**config.mk**
```make
export PLATFORM = sky130hd
export DESIGN_NAME = pong_ball_engine
export DESIGN_NICKNAME = d
export VERILOG_FILES = /design/src/rtl/pong_ball_engine.sv
export SDC_FILE = /design/constraint.sdc
export NUM_CORES = 1
export LEC_CHECK = 0
export BUFFER_PORTS_ARGS = -buffer_cell sky130_fd_sc_hd__buf_4
export CORE_MARGIN = 2
export CORE_UTILIZATION = 45
export DETAILED_ROUTE_END_ITERATION = 6
export HOLD_SLACK_MARGIN = 0.12
export PLACE_DENSITY = 0.66
export SLEW_MARGIN = 20
export SYNTH_ARGS = -nofsm -noshare
export SYNTH_HDL_FRONTEND = slang
export SYNTH_SLANG_ARGS = --single-unit
```
**constraint.sdc**
```tcl
create_clock -name clk -period 8.5 [get_ports clk]
set_input_delay 0.425 -clock clk [delete_from_list [all_inputs] [get_ports clk]]
set_output_delay 0.425 -clock clk [all_outputs]
set_load 0.01 [all_outputs]
```
**src/rtl/pong_ball_engine.sv**
```systemverilog
// -----------------------------------------------------------------------------
// pong_ball_engine
//
// Ball, paddle, scoring and game-flow engine for the LED-bar ping-pong game.
// A one-hot ball walks across a WIDTH-bit LED bar. A programmable prescaler
// sets the step rate. The engine handles paddle hits with per-rally lockout,
// misses and scoring, and a rally speed-up. It also runs the point flash and
// the game-over hold.
//
// Ports:
//   clk        in   system clock
//   reset      in   asynchronous, active-low reset
//   serve_l    in   left serve request (level, acted on in IDLE only)
//   serve_r    in   right serve request (level, acted on in IDLE only)
//   hit_l      in   left paddle button, synchronised level
//   hit_r      in   right paddle button, synchronised level
//   leds       out  ball / flash display, leds[WIDTH-1] = left end
//   score_l    out  left player score
//   score_r    out  right player score
//   game_over  out  high once a player reaches WIN_SCORE
//   winner     out  0 = left, 1 = right; valid while game_over = 1
// -----------------------------------------------------------------------------
module pong_ball_engine #(
  parameter int WIDTH            = 18,
  parameter int DIV_W            = 26,
  parameter int BASE_DIV         = 12500000,
  parameter int MIN_DIV          = 1562500,
  parameter int HITS_PER_SPEEDUP = 4,
  parameter int SCORE_W          = 4,
  parameter int WIN_SCORE        = 7,
  parameter int FLASH_TICKS      = 6
) (
  input  logic               clk,
  input  logic               reset,
  input  logic               serve_l,
  input  logic               serve_r,
  input  logic               hit_l,
  input  logic               hit_r,
  output logic [WIDTH-1:0]   leds,
  output logic [SCORE_W-1:0] score_l,
  output logic [SCORE_W-1:0] score_r,
  output logic               game_over,
  output logic               winner
);

  localparam int HC_W = $clog2(HITS_PER_SPEEDUP + 1);
  localparam int FL_W = $clog2(FLASH_TICKS + 1);

  localparam logic [DIV_W-1:0]   BASE_V    = DIV_W'(BASE_DIV);
  localparam logic [DIV_W-1:0]   MIN_V     = DIV_W'(MIN_DIV);
  localparam logic [WIDTH-1:0]   LEFT_END  = {1'b1, {(WIDTH-1){1'b0}}};
  localparam logic [WIDTH-1:0]   RIGHT_END = WIDTH'(1);
  localparam logic [WIDTH-1:0]   ALL_ON    = {WIDTH{1'b1}};
  localparam logic [SCORE_W-1:0] WIN_V     = SCORE_W'(WIN_SCORE);
  localparam logic [HC_W-1:0]    HC_LAST   = HC_W'(HITS_PER_SPEEDUP - 1);
  localparam logic [FL_W-1:0]    FL_LAST   = FL_W'(FLASH_TICKS - 1);

  typedef enum logic [2:0] {
    IDLE,
    MOVE_L,
    MOVE_R,
    POINT,
    OVER
  } state_t;

  state_t           state;
  logic [DIV_W-1:0] cnt;
  logic [DIV_W-1:0] cur_div;
  // Hits since serve, kept modulo HITS_PER_SPEEDUP: a wrap to zero is exactly
  // the point where the running total becomes a multiple of the interval.
  logic [HC_W-1:0]  hit_cnt;
  logic [FL_W-1:0]  flash_cnt;
  logic             lockout_l;
  logic             lockout_r;
  logic             hit_l_q;
  logic             hit_r_q;
  logic             scorer;

  logic             press_l;
  logic             press_r;
  logic             tick;
  logic             hit_wrap;
  logic [DIV_W-1:0] half_div;
  logic [DIV_W-1:0] slow_div;
  logic [DIV_W-1:0] rev_div;
  logic             scorer_won;

  assign press_l    = hit_l & ~hit_l_q;
  assign press_r    = hit_r & ~hit_r_q;
  assign tick       = (cnt == '0);
  assign hit_wrap   = (hit_cnt == HC_LAST);
  assign half_div   = cur_div >> 1;
  assign slow_div   = (half_div < MIN_V) ? MIN_V : half_div;
  // Period that takes effect from the reversal that is happening now.
  assign rev_div    = hit_wrap ? slow_div : cur_div;
  assign scorer_won = scorer ? (score_r == WIN_V) : (score_l == WIN_V);

  always_ff @(posedge clk or negedge reset) begin
    if (!reset) begin
      state     <= IDLE;
      leds      <= '0;
      score_l   <= '0;
      score_r   <= '0;
      game_over <= 1'b0;
      winner    <= 1'b0;
      cnt       <= BASE_V - 1'b1;
      cur_div   <= BASE_V;
      hit_cnt   <= '0;
      flash_cnt <= '0;
      lockout_l <= 1'b0;
      lockout_r <= 1'b0;
      hit_l_q   <= 1'b0;
      hit_r_q   <= 1'b0;
      scorer    <= 1'b0;
    end else begin
      hit_l_q <= hit_l;
      hit_r_q <= hit_r;

      // Free-running prescaler; state entries and reversals below override it.
      if (tick) begin
        cnt <= (state == POINT) ? (BASE_V - 1'b1) : (cur_div - 1'b1);
      end else begin
        cnt <= cnt - 1'b1;
      end

      case (state)
        IDLE: begin
          leds <= '0;
          if (serve_l || serve_r) begin
            cur_div   <= BASE_V;
            cnt       <= BASE_V - 1'b1;
            hit_cnt   <= '0;
            lockout_l <= 1'b0;
            lockout_r <= 1'b0;
            if (serve_l) begin
              leds  <= LEFT_END;
              state <= MOVE_R;
            end else begin
              leds  <= RIGHT_END;
              state <= MOVE_L;
            end
          end
        end

        MOVE_L: begin
          if (press_l && leds[WIDTH-1] && !lockout_l) begin
            // A valid hit beats a coincident tick; the ball waits at the end
            // for one full (possibly faster) period before moving off.
            state     <= MOVE_R;
            hit_cnt   <= hit_wrap ? '0 : hit_cnt + 1'b1;
            cur_div   <= rev_div;
            cnt       <= rev_div - 1'b1;
            lockout_l <= 1'b0;
            lockout_r <= 1'b0;
          end else begin
            if (press_l && !leds[WIDTH-1]) begin
              lockout_l <= 1'b1;
            end
            if (tick) begin
              if (!leds[WIDTH-1]) begin
                leds <= leds << 1;
              end else begin
                score_r   <= score_r + 1'b1;
                scorer    <= 1'b1;
                leds      <= ALL_ON;
                flash_cnt <= '0;
                cnt       <= BASE_V - 1'b1;
                state     <= POINT;
              end
            end
          end
        end

        MOVE_R: begin
          if (press_r && leds[0] && !lockout_r) begin
            state     <= MOVE_L;
            hit_cnt   <= hit_wrap ? '0 : hit_cnt + 1'b1;
            cur_div   <= rev_div;
            cnt       <= rev_div - 1'b1;
            lockout_l <= 1'b0;
            lockout_r <= 1'b0;
          end else begin
            if (press_r && !leds[0]) begin
              lockout_r <= 1'b1;
            end
            if (tick) begin
              if (!leds[0]) begin
                leds <= leds >> 1;
              end else begin
                score_l   <= score_l + 1'b1;
                scorer    <= 1'b0;
                leds      <= ALL_ON;
                flash_cnt <= '0;
                cnt       <= BASE_V - 1'b1;
                state     <= POINT;
              end
            end
          end
        end

        POINT: begin
          if (tick) begin
            if (flash_cnt == FL_LAST) begin
              cnt <= cur_div - 1'b1;
              if (scorer_won) begin
                leds      <= ALL_ON;
                game_over <= 1'b1;
                winner    <= scorer;
                state     <= OVER;
              end else begin
                leds  <= '0;
                state <= IDLE;
              end
            end else begin
              leds      <= ~leds;
              flash_cnt <= flash_cnt + 1'b1;
            end
          end
        end

        OVER: begin
          // Terminal until reset; serves and paddles have no effect.
          leds      <= ALL_ON;
          game_over <= 1'b1;
        end

        default: begin
          state <= IDLE;
          leds  <= '0;
        end
      endcase
    end
  end

endmodule
```
Yosys cells after proc, flatten, opt, wreduce, memory -nomap -nowiden
Cells that the tools add are included.
W data, S select, Z words.
{"block": "totals", "input_bits": 6, "word_cells": 163, "out_inout_bits": 28, "reg_bits": 94}
{"block": "op_classes", "bitwise": 8, "add_sub_neg": 7, "reduce_logical": 28, "muxes": 77, "n_eq_ne": 27, "magnitude_cmp": 1}
{"operator": "$mux W26", "n": 15}
{"operator": "$mux W18", "n": 11}
{"operator": "$pmux W26 S4", "n": 1}
{"operator": "$pmux W18 S5", "n": 1}
{"operator": "$pmux W26 S3", "n": 1}
{"operator": "$sub A26 B1 Y26 const B", "n": 3}
{"operator": "$mux W3", "n": 22}
{"operator": "$reduce_and A4 Y1", "n": 7}
{"operator": "$logic_not A26 Y1", "n": 1}
{"operator": "$lt A25 B21 Y1 const B", "n": 1}
{"operator": "$mux W25", "n": 1}
{"operator": "$ne A2 B2 Y1 const B", "n": 12}
{"operator": "$ne A3 B3 Y1 const B", "n": 6}
{"operator": "$not A18 Y18", "n": 1}
{"operator": "$pmux W3 S3", "n": 2}
{"operator": "$mux W1", "n": 17}
{"operator": "$pmux W3 S5", "n": 1}
{"operator": "$eq A3 B2 Y1 const B", "n": 3}
{"operator": "$reduce_and A9 Y1", "n": 1}
{"operator": "$add A4 B1 Y4 const B", "n": 2}
{"operator": "$eq A4 B3 Y1 const B", "n": 2}
{"operator": "$reduce_and A8 Y1", "n": 1}
{"operator": "$reduce_and A7 Y1", "n": 1}
{"operator": "$add A3 B1 Y3 const B", "n": 2}
{"operator": "15 further kinds", "n": 33}

Depth between registers and ports, before layout
Gate-level depths: netlist of run 1.
{"block": "logic_depth", "word_depth": 7, "depth_mapped": 15, "depth_no_buf": 12}

Least setup slack after synthesis of run 1
No wires, ideal clock.
{"block": "synth_path", "path_kind": "reg2reg", "from": "register cur_div[24]", "to": "register cnt[20]", "synth_period_minus_slack_ns": 3.675, "t_arrival_ns": 3.591, "slack_ns": 4.825, "t_required_ns": 8.416, "n_path_buf": 3, "setup_time_ns": 0.084, "stages_incl_launch_ff": 16, "cell_sequence": "dfrtp_1 > buf_2 > nor4_1 > and2_1 > clkbuf_1 > a311oi_4 > clkbuf_1 > a22oi_1 > ha_1 > nand2b_1 > a211oi_1 > o31ai_1 > nor3_2 > nand2_1 > xor2_1 > a221o_1"}
{"block": "synth_via", "elab_chain_cells": 6, "word_cells_on_any_way": 7, "classes_between": "add/sub (1); order compare (1); mux (5)"}
{"item": "start: declaration", "line_no": "68", "text": "logic [DIV_W-1:0] cur_div;"}
{"item": "start signal: assignment", "line_no": "151", "text": "cur_div <= rev_div;"}
{"item": "start signal: assignment", "line_no": "178", "text": "cur_div <= rev_div;"}
{"item": "$lt A25 B21 Y1 (*)", "line_no": "93", "text": "assign slow_div = (half_div < MIN_V) ? MIN_V : half_div;"}
{"item": "$mux W25 (*)", "line_no": "93"}
{"item": "$mux W26 (*)", "line_no": "95", "text": "assign rev_div = hit_wrap ? slow_div : cur_div;"}
{"item": "$sub A26 B1 Y26 (*)", "line_no": "152, 179"}
{"item": "$mux W26, on equally long branches", "line_no": "175, 146"}
{"item": "$pmux W26 S4 (*)", "line_no": "126", "text": "case (state)"}
{"item": "end signal: assignment", "line_no": "131", "text": "cnt <= BASE_V - 1'b1;"}
{"item": "end signal: assignment", "line_no": "152", "text": "cnt <= rev_div - 1'b1;"}
{"item": "end signal: assignment", "line_no": "179", "text": "cnt <= rev_div - 1'b1;"}
{"item": "end: declaration", "line_no": "67", "text": "logic [DIV_W-1:0] cnt;"}
Mark *: on every way between the ends. The rest lies on a longest branch, timed or not.
A chain may end at the register's enable or synchronous reset.

Worst setup path in the final report of run 1
{"block": "layout_path", "from": "register cur_div[24]", "to": "register cnt[12]"}
Same word-level chain as after synthesis.

==> summary.md, run 1 <==
| Metric | Value |
|---|---|
| Io pins | 34 |
| Initial DRT Pass Iterations | 5 |
| Rows | 46 |
| Worst Hold End | hit_l_q$_DFF_PN0_ |
| Max clock buf depth | 2 |
| Pwr dens | 310 nW/um^2 |
| Fraction of layout cells with a size suffix above 1 | 0.120 |
| Sequential power share | 0.312 |
| Placed cells | 1142 |
| Buf/Inv on CP | 0 |
| RSZ-0062 raised after global routing | no |
| Depth of the worst hold-timing path | 1 |
| WHS | 0.187 ns |
| Fin. max-slew vios | 0 |
| Pin count of the biggest net entering global routing | 73 |
| # clock sinks | 94 |
| Syn_area_per_cell | 7.75 um^2 |
| IO buf count | 33 |
| Most frequent CP cell | a211oi_1 |
| Detailed Place HPWL | 16800 um |
| Clock transition at the registers of the reported paths | 0.08 ns |
| Via Count | 7518 |
| PostCTS Resize Cnt | 0 |
| Ys flop type | dfrtp_1 |
| H-Tree Depth | 3 |
| Clock Power Share | 0.176 |
| Cell at the slowest stage of the critical path | nor4_1 |
| #FFs+latches synth | 94 |
| Global-route usage over all layers | 0.272 |
| Peak supply drop | 0.183 mV |
| # diodes | 0 |
| First-pass GRT wire length | 38000 um |
| Final setup fails | 0 |
| Nets | 952 |
| Post-route ant nets | 0 |
| Initial Util | 0.462 |
| Synth unique cells | 77 |
| EDFF count, synth | 0 |
| Asr flop ratio synth | 1.00 |
| Sequential-to-total area share from yosys stat | 0.324 |
| CP endpoint kind | flip-flop |
| RD Place Congestion | 0.916 |
| Vias per Instance | 6.49 |
| Max FO, Critical Path | 9 |
| Switching power | 0.00117 W |
| Sw Ratio | 0.468 |
| Final instance count without filler cells | 1159 |
| R2r worst-path depth | 12 |
| Critical path data required time | 8.81 ns |
| Final WL | 23900 um |
| Setup TNS | 0 ns |
| TritonCTS Buffers | 9 |
| Fin. Hold Viols | 0 |
| Worst-path cell chain | nor4_1 > and2_1 > a311oi_4 > a22oi_1 > ha_1 > nand2b_1 > a211oi_1 > o311ai_0 > nor2_1 > a211oi_1 > a2111oi_0 > a211o_1 |
| Core Util, Final | 0.506 |
| Int Pwr | 0.00133 W |
| DR iter-0 viols | 964 |
| Startpoint types | flip-flop |
| Worst path max stage delay | 0.70 ns |
| Post-synthesis cell area | 7370 um^2 |
| Top cells by area, synth | dfrtp_1 (22%), dfstp_2 (10%), o21ai_0 (6.4%) |
| Antenna violations before repair | 0 |
| Filler Cell Count | 1540 |
| R2R Setup Slk | 4.05 ns |
| WS Path Type | flip-flop to flip-flop |
| Max-cap violations | 0 |
| Detailed-route wire length per cell | 20.6 um |
| Arr. time, crit path | 4.76 ns |
| LEAKAGE | 3.18 nW |
| Worst-skew pair later-pin latency | 0.37 ns |
| Remaining DRCs | 0 |
| Outcome | finished clean |
| Grt ovf | 0 |
| HP Class | input pin to flip-flop |
| Largest delay share family, worst path | compound AO/OA/AOI/OAI gates |
| Setup Skew | 0.00934 ns |
| Syn Nets | 964 |
| Top-area cell type share of the netlist area | 0.224 |
| Fmax achieved | 225 MHz |
| Full die area | 17400 um^2 |
| Placeable Area | 15900 um^2 |
| Vias in the first global route | 6573 |
| Root Buffer | clkbuf_16 |
| FF-to-FF End | cnt[12]$_DFF_PN1_ |
| Worst slew pin tran | 1.05 ns |
| Die Ht | 132 um |
| Combinational power share | 0.512 |
| Worst slew margin | 0.294 |
| Area grow syn2layout | 9.48% |
| Crit share post-route | 0.523 |
| Synthesized netlist cell count | 950 |
| Ys Warns | 0 |
| Die width | 132 um |
| HP Start | hit_l |
| Leading area contributor after synthesis | dfrtp_1 |
| Worst R2R Start | cur_div[24]$_DFFE_PN0P_ |
| Final critical-path required period | 4.45 ns |
| Most frequent cells in the layout | o21ai_0 (94), a21oi_1 (85), nor2_1 (83) |
| Most common cell after layout, fill and taps aside | o21ai_0 |
| CTS tree | done |
-- through the flow --
stage                     worst slack [ns]  total power (W)  area (um^2)
final                                 4.05          0.00250         8060
after global routing                  3.82          0.00267         8060
after CTS                             4.26          0.00247         8060
after detailed placement              4.29          0.00203         7730
after global placement                4.33          0.00202         7730
after floorplan                       4.83          0.00159         7370
-- timing repair --
| item | in CTS | in global routing |
|---|---|---|
| buffers inserted | 0 | 0 |
| endpoints found under the hold margin | 22 | 0 |
| hold buffers | 1 | 0 |
-- cell usage after synthesis, types with 11 or more instances --
| cell type | number |
|---|---|
| a31oi_1 | 14 |
| clkbuf_1 | 70 |
| o22ai_1 | 16 |
| o31ai_1 | 11 |
| nand2_1 | 81 |
| xor2_1 | 31 |
| nor4_1 | 12 |
| nor3_1 | 49 |
| nand3_1 | 25 |
| or3_1 | 15 |
| inv_1 | 30 |
| nand2b_1 | 11 |
| dfstp_2 | 28 |
| dfrtp_1 | 66 |
| a22oi_1 | 28 |
| nor2_1 | 83 |
| a21oi_1 | 86 |
| o21ai_0 | 94 |
| xnor2_1 | 29 |
-- cells by family (layout without fill, tap and decap cells) --
kind of cell / after synthesis / in the layout / synth area share
adder cells (fa/ha/maj): 8 / 8 / 0.0136
AND/OR/NAND/NOR: 337 / 337 / 0.232
buffers and inverters: 106 / 99 / 0.0559
flip-flops: 94 / 94 / 0.324
AO/OA/AOI/OAI: 337 / 337 / 0.291
multiplexers: 8 / 8 / 0.0114
XOR/XNOR: 60 / 60 / 0.0713
-- layout make-up --
class	count	area [um^2]	share of cell area
repair buffers	53	400	0.0497
flip-flops and latches	94	2390	0.296
well taps	216	270	0.0335
multi-input cells	750	4570	0.567
inverters	30	113	0.0140
clock inverters	7	93.8	0.0116
clock buffers	9	225	0.0279
-- layer usage --
layer	vias up	share of wire	global-route usage
li1	3471	-	-
met1	3607	0.45	0.414
met2	401	0.44	0.391
met3	39	0.087	0.0557
met4	0	0.022	0.0652
met5	-	0	0
-- power groups by stage --
| stage | Sequential (W) | Clock (W) | Combinational (W) |
|---|---|---|---|
| detailed placement | 0.000780 | 0 | 0.00125 |
| floorplan | 0.000720 | 0 | 0.000868 |
| finish | 0.000779 | 0.000441 | 0.00128 |
| global route | 0.000802 | 0.000465 | 0.00140 |
| CTS | 0.000775 | 0.000447 | 0.00125 |
| global placement | 0.000778 | 0 | 0.00124 |
-- registers in the layout, indices dropped and copies added, names as in the netlist --
signal,count
hit_cnt,3
winner,1
flash_cnt,3
score_l,4
hit_l_q,1
leds,18
cur_div,26
lockout_l,1
hit_r_q,1
cnt,26
score_r,4
lockout_r,1
state,3
game_over,1
scorer,1
-- worst max-delay path by stage --
stage / from / to / slack, ns / depth (start not counted)
after floorplan: cur_div[24]$_DFFE_PN0P_ / cnt[20]$_DFF_PN1_ / 4.83 / 15
after detailed placement: cnt[0]$_DFF_PN1_ / flash_cnt[2]$_DFFE_PN0P_ / 4.29 / 11
final: cur_div[24]$_DFFE_PN0P_ / cnt[12]$_DFF_PN1_ / 4.05 / 12
after CTS: cnt[0]$_DFF_PN1_ / flash_cnt[2]$_DFFE_PN0P_ / 4.26 / 11
after global routing: cur_div[24]$_DFFE_PN0P_ / cnt[12]$_DFF_PN1_ / 3.82 / 12
after global placement: cur_div[24]$_DFFE_PN0P_ / cnt[12]$_DFF_PN1_ / 4.33 / 12
Power figures use the tool's default switching activity.
==> inputs of run 2 (changes only) <==
Clock period 8.5 ns to 4.6 ns, I/O delays scaled along.
==> run 2 against run 1 <==
  * Critical path type unchanged
  * Largest cell class unchanged
  * Clock-buffer cell count is the same
  * Non-clock buffer count grew 15
  * First-iteration DRC count shrank 12%
  * Die area is the same
  * Critical path depth is the same
  * Setup slack lost 3.6 ns
  * Total power grew 85%
==> summary.md, run 2 (synthesis gave the netlist of run 1 again) <==
| Metric | Value |
|---|---|
| # diodes | 0 (unchanged) |
| Arr. time, crit path | 4.47 ns (-0.29 ns) |
| Rows | 46 (unchanged) |
| Fin. max-slew vios | 0 (unchanged) |
| Startpoint types | flip-flop |
| LEAKAGE | 3.25 nW (+2.0%) |
| Remaining DRCs | 0 (unchanged) |
| Initial DRT Pass Iterations | 5 (unchanged) |
| Fin. Hold Viols | 0 (unchanged) |
| Max clock buf depth | 2 (unchanged) |
| Vias per Instance | 6.44 (-0.75%) |
| Setup Skew | 0.00875 ns (-0.000595 ns) |
| Post-route ant nets | 0 (unchanged) |
| Full die area | 17400 um^2 (unchanged) |
| Detailed-route wire length per cell | 20.8 um (+0.79%) |
| Peak supply drop | 0.379 mV (+110%) |
| Fmax achieved | 240 MHz (+6.9%) |
| Worst-skew pair later-pin latency | 0.37 ns (about the same) |
| Grt ovf | 0 (unchanged) |
| H-Tree Depth | 3 (unchanged) |
| IO buf count | 33 (unchanged) |
| Global-route usage over all layers | 0.281 (+0.00906) |
| CP endpoint kind | flip-flop |
| HP Class | input pin to flip-flop |
| Nets | 967 (+1.6%) |
| Die width | 132 um (unchanged) |
| Initial Util | 0.462 (unchanged) |
| RSZ-0062 raised after global routing | no |
| CTS Hold Bufs | 3 (+2) |
| DR iter-0 viols | 849 (-12%) |
| Io pins | 34 (unchanged) |
| Final critical-path required period | 4.16 ns (-0.289 ns) |
| Worst slew margin | 0.265 (-0.0283) |
| TritonCTS Buffers | 9 (unchanged) |
| Outcome | finished clean |
| Root Buffer | clkbuf_16 |
| Largest regs | cnt: 26 flops, cur_div: 26 flops, leds: 18 flops |
| Area grow syn2layout | 10.9% |
| Worst slew pin tran | 1.09 ns (+0.0428 ns) |
| # clock sinks | 94 (unchanged) |
| Max FO, Critical Path | 9 (unchanged) |
| Max-cap violations | 0 (unchanged) |
| Vias in the first global route | 6913 (+5.2%) |
| Final WL | 24400 um (+2.1%) |
| PostCTS Resize Cnt | 0 (unchanged) |
| Critical path data required time | 4.91 ns (-3.90 ns) |
| Most frequent cells in the layout | o21ai_0 (93), a21oi_1 (84), nor2_1 (83) |
| Fraction of layout cells with a size suffix above 1 | 0.133 (+0.0127) |
| RD Place Congestion | 0.905 (-1.3%) |
| Antenna violations before repair | 0 (unchanged) |
| Final setup fails | 0 (unchanged) |
| Pwr dens | 567 nW/um^2 (+83%) |
| Placeable Area | 15900 um^2 (unchanged) |
| Most common cell after layout, fill and taps aside | o21ai_0 |
| Via Count | 7558 (+0.53%) |
| Pin count of the biggest net entering global routing | 57 (-22%) |
| Clock transition at the registers of the reported paths | 0.08 ns (about the same) |
| CTS tree | done |
| # Post-CTS Setup Buffers | 0 (unchanged) |
| Filler Cell Count | 1548 (+0.52%) |
| First-pass GRT wire length | 39300 um (+3.4%) |
| Setup TNS | 0 ns (unchanged) |
| Die Ht | 132 um (unchanged) |
| WHS | 0.184 ns (-0.00313 ns) |
| Crit share post-route | 0.904 (+0.381) |
| WS Path Type | flip-flop to flip-flop |
| Detailed Place HPWL | 17400 um (+3.7%) |
[run 2: cell types whose count changed in the layout (fill, tap and decap cells not counted), sizes merged]
cell         previous run  this run
buf                    52        65
inv                    32        34
bufinv                  1         0
dlygate4sd3             1         3
clkinv                  3         2
[run 2: final timing paths]
| kind | start | to | slack (ns) | cells past startpoint |
|---|---|---|---|---|
| worst max-delay path | cur_div[24]$_DFFE_PN0P_ | cnt[12]$_DFF_PN1_ | 0.44 | 12 |
| worst min-delay path | serve_l | state[1]$_DFFE_PN0P_ | 0.18 | 3 |
| worst max register to register | cur_div[24]$_DFFE_PN0P_ | cnt[12]$_DFF_PN1_ | 0.44 | 12 |
| worst min register to register | game_over$_DFFE_PN0P_ | game_over$_DFFE_PN0P_ | 0.47 | 1 |
| max in group asynchronous | reset | cnt[12]$_DFF_PN1_ | 3.09 | 3 |
| min in group asynchronous | reset | cur_div[9]$_DFFE_PN0P_ | 0.46 | 2 |
[run 2: critical path, cell delays in order (launching register included)]
cell and delay (ns):
dfrtp_1 0.47, nor4_1 0.77, and2_1 0.41, a311oi_4 0.16, a22oi_1 0.23, ha_1 0.27
nand2b_1 0.11, a211oi_1 0.32, o311ai_0 0.34, nor2_1 0.35, a211oi_1 0.12, a2111oi_0 0.37
a211o_1 0.18
[run 2: metrics by stage]
stage / setup slack, ns / util / instances / instance area [um^2] / power, W
floorplan: 0.925 / - / 950 / 7370 / 0.00294
global placement: 0.747 / 0.491 / 1155 / 7830 / 0.00377
detailed placement: 0.626 / 0.491 / 1155 / 7830 / 0.00379
CTS: 0.585 / 0.512 / 1174 / 8160 / 0.00457
global route: 0.170 / 0.512 / 1174 / 8170 / 0.00494
finish: 0.441 / 0.512 / 1174 / 8170 / 0.00463
[run 2: cell type report]
cell class	instances	area, um^2	area share
Timing Repair Buffer	68	518	0.0634
Tap cell	216	270	0.0331
Inverter	30	113	0.0138
Multi-Input combinational cell	750	4580	0.560
Sequential cell	94	2390	0.292
Clock buffer	9	225	0.0276
Clock inverter	7	75.1	0.00919
[run 2: where the power goes]
part / total [W] / leakage (nW) / internal, W / switching, W
clock: 0.000773 / 0.145 / 0.000386 / 0.000387
sequential: 0.00138 / 1.15 / 0.00110 / 0.000278
combinational: 0.00248 / 1.96 / 0.000953 / 0.00153
total: 0.00463 / 3.25 / 0.00244 / 0.00219
[run 2: per-layer routing]
| layer | vias up | share of wire | track usage |
|---|---|---|---|
| met5 | - | 0 | 0 |
| met4 | 0 | 0.032 | 0.0906 |
| met3 | 58 | 0.090 | 0.0596 |
| met2 | 398 | 0.44 | 0.418 |
| met1 | 3603 | 0.44 | 0.406 |
| li1 | 3499 | - | - |
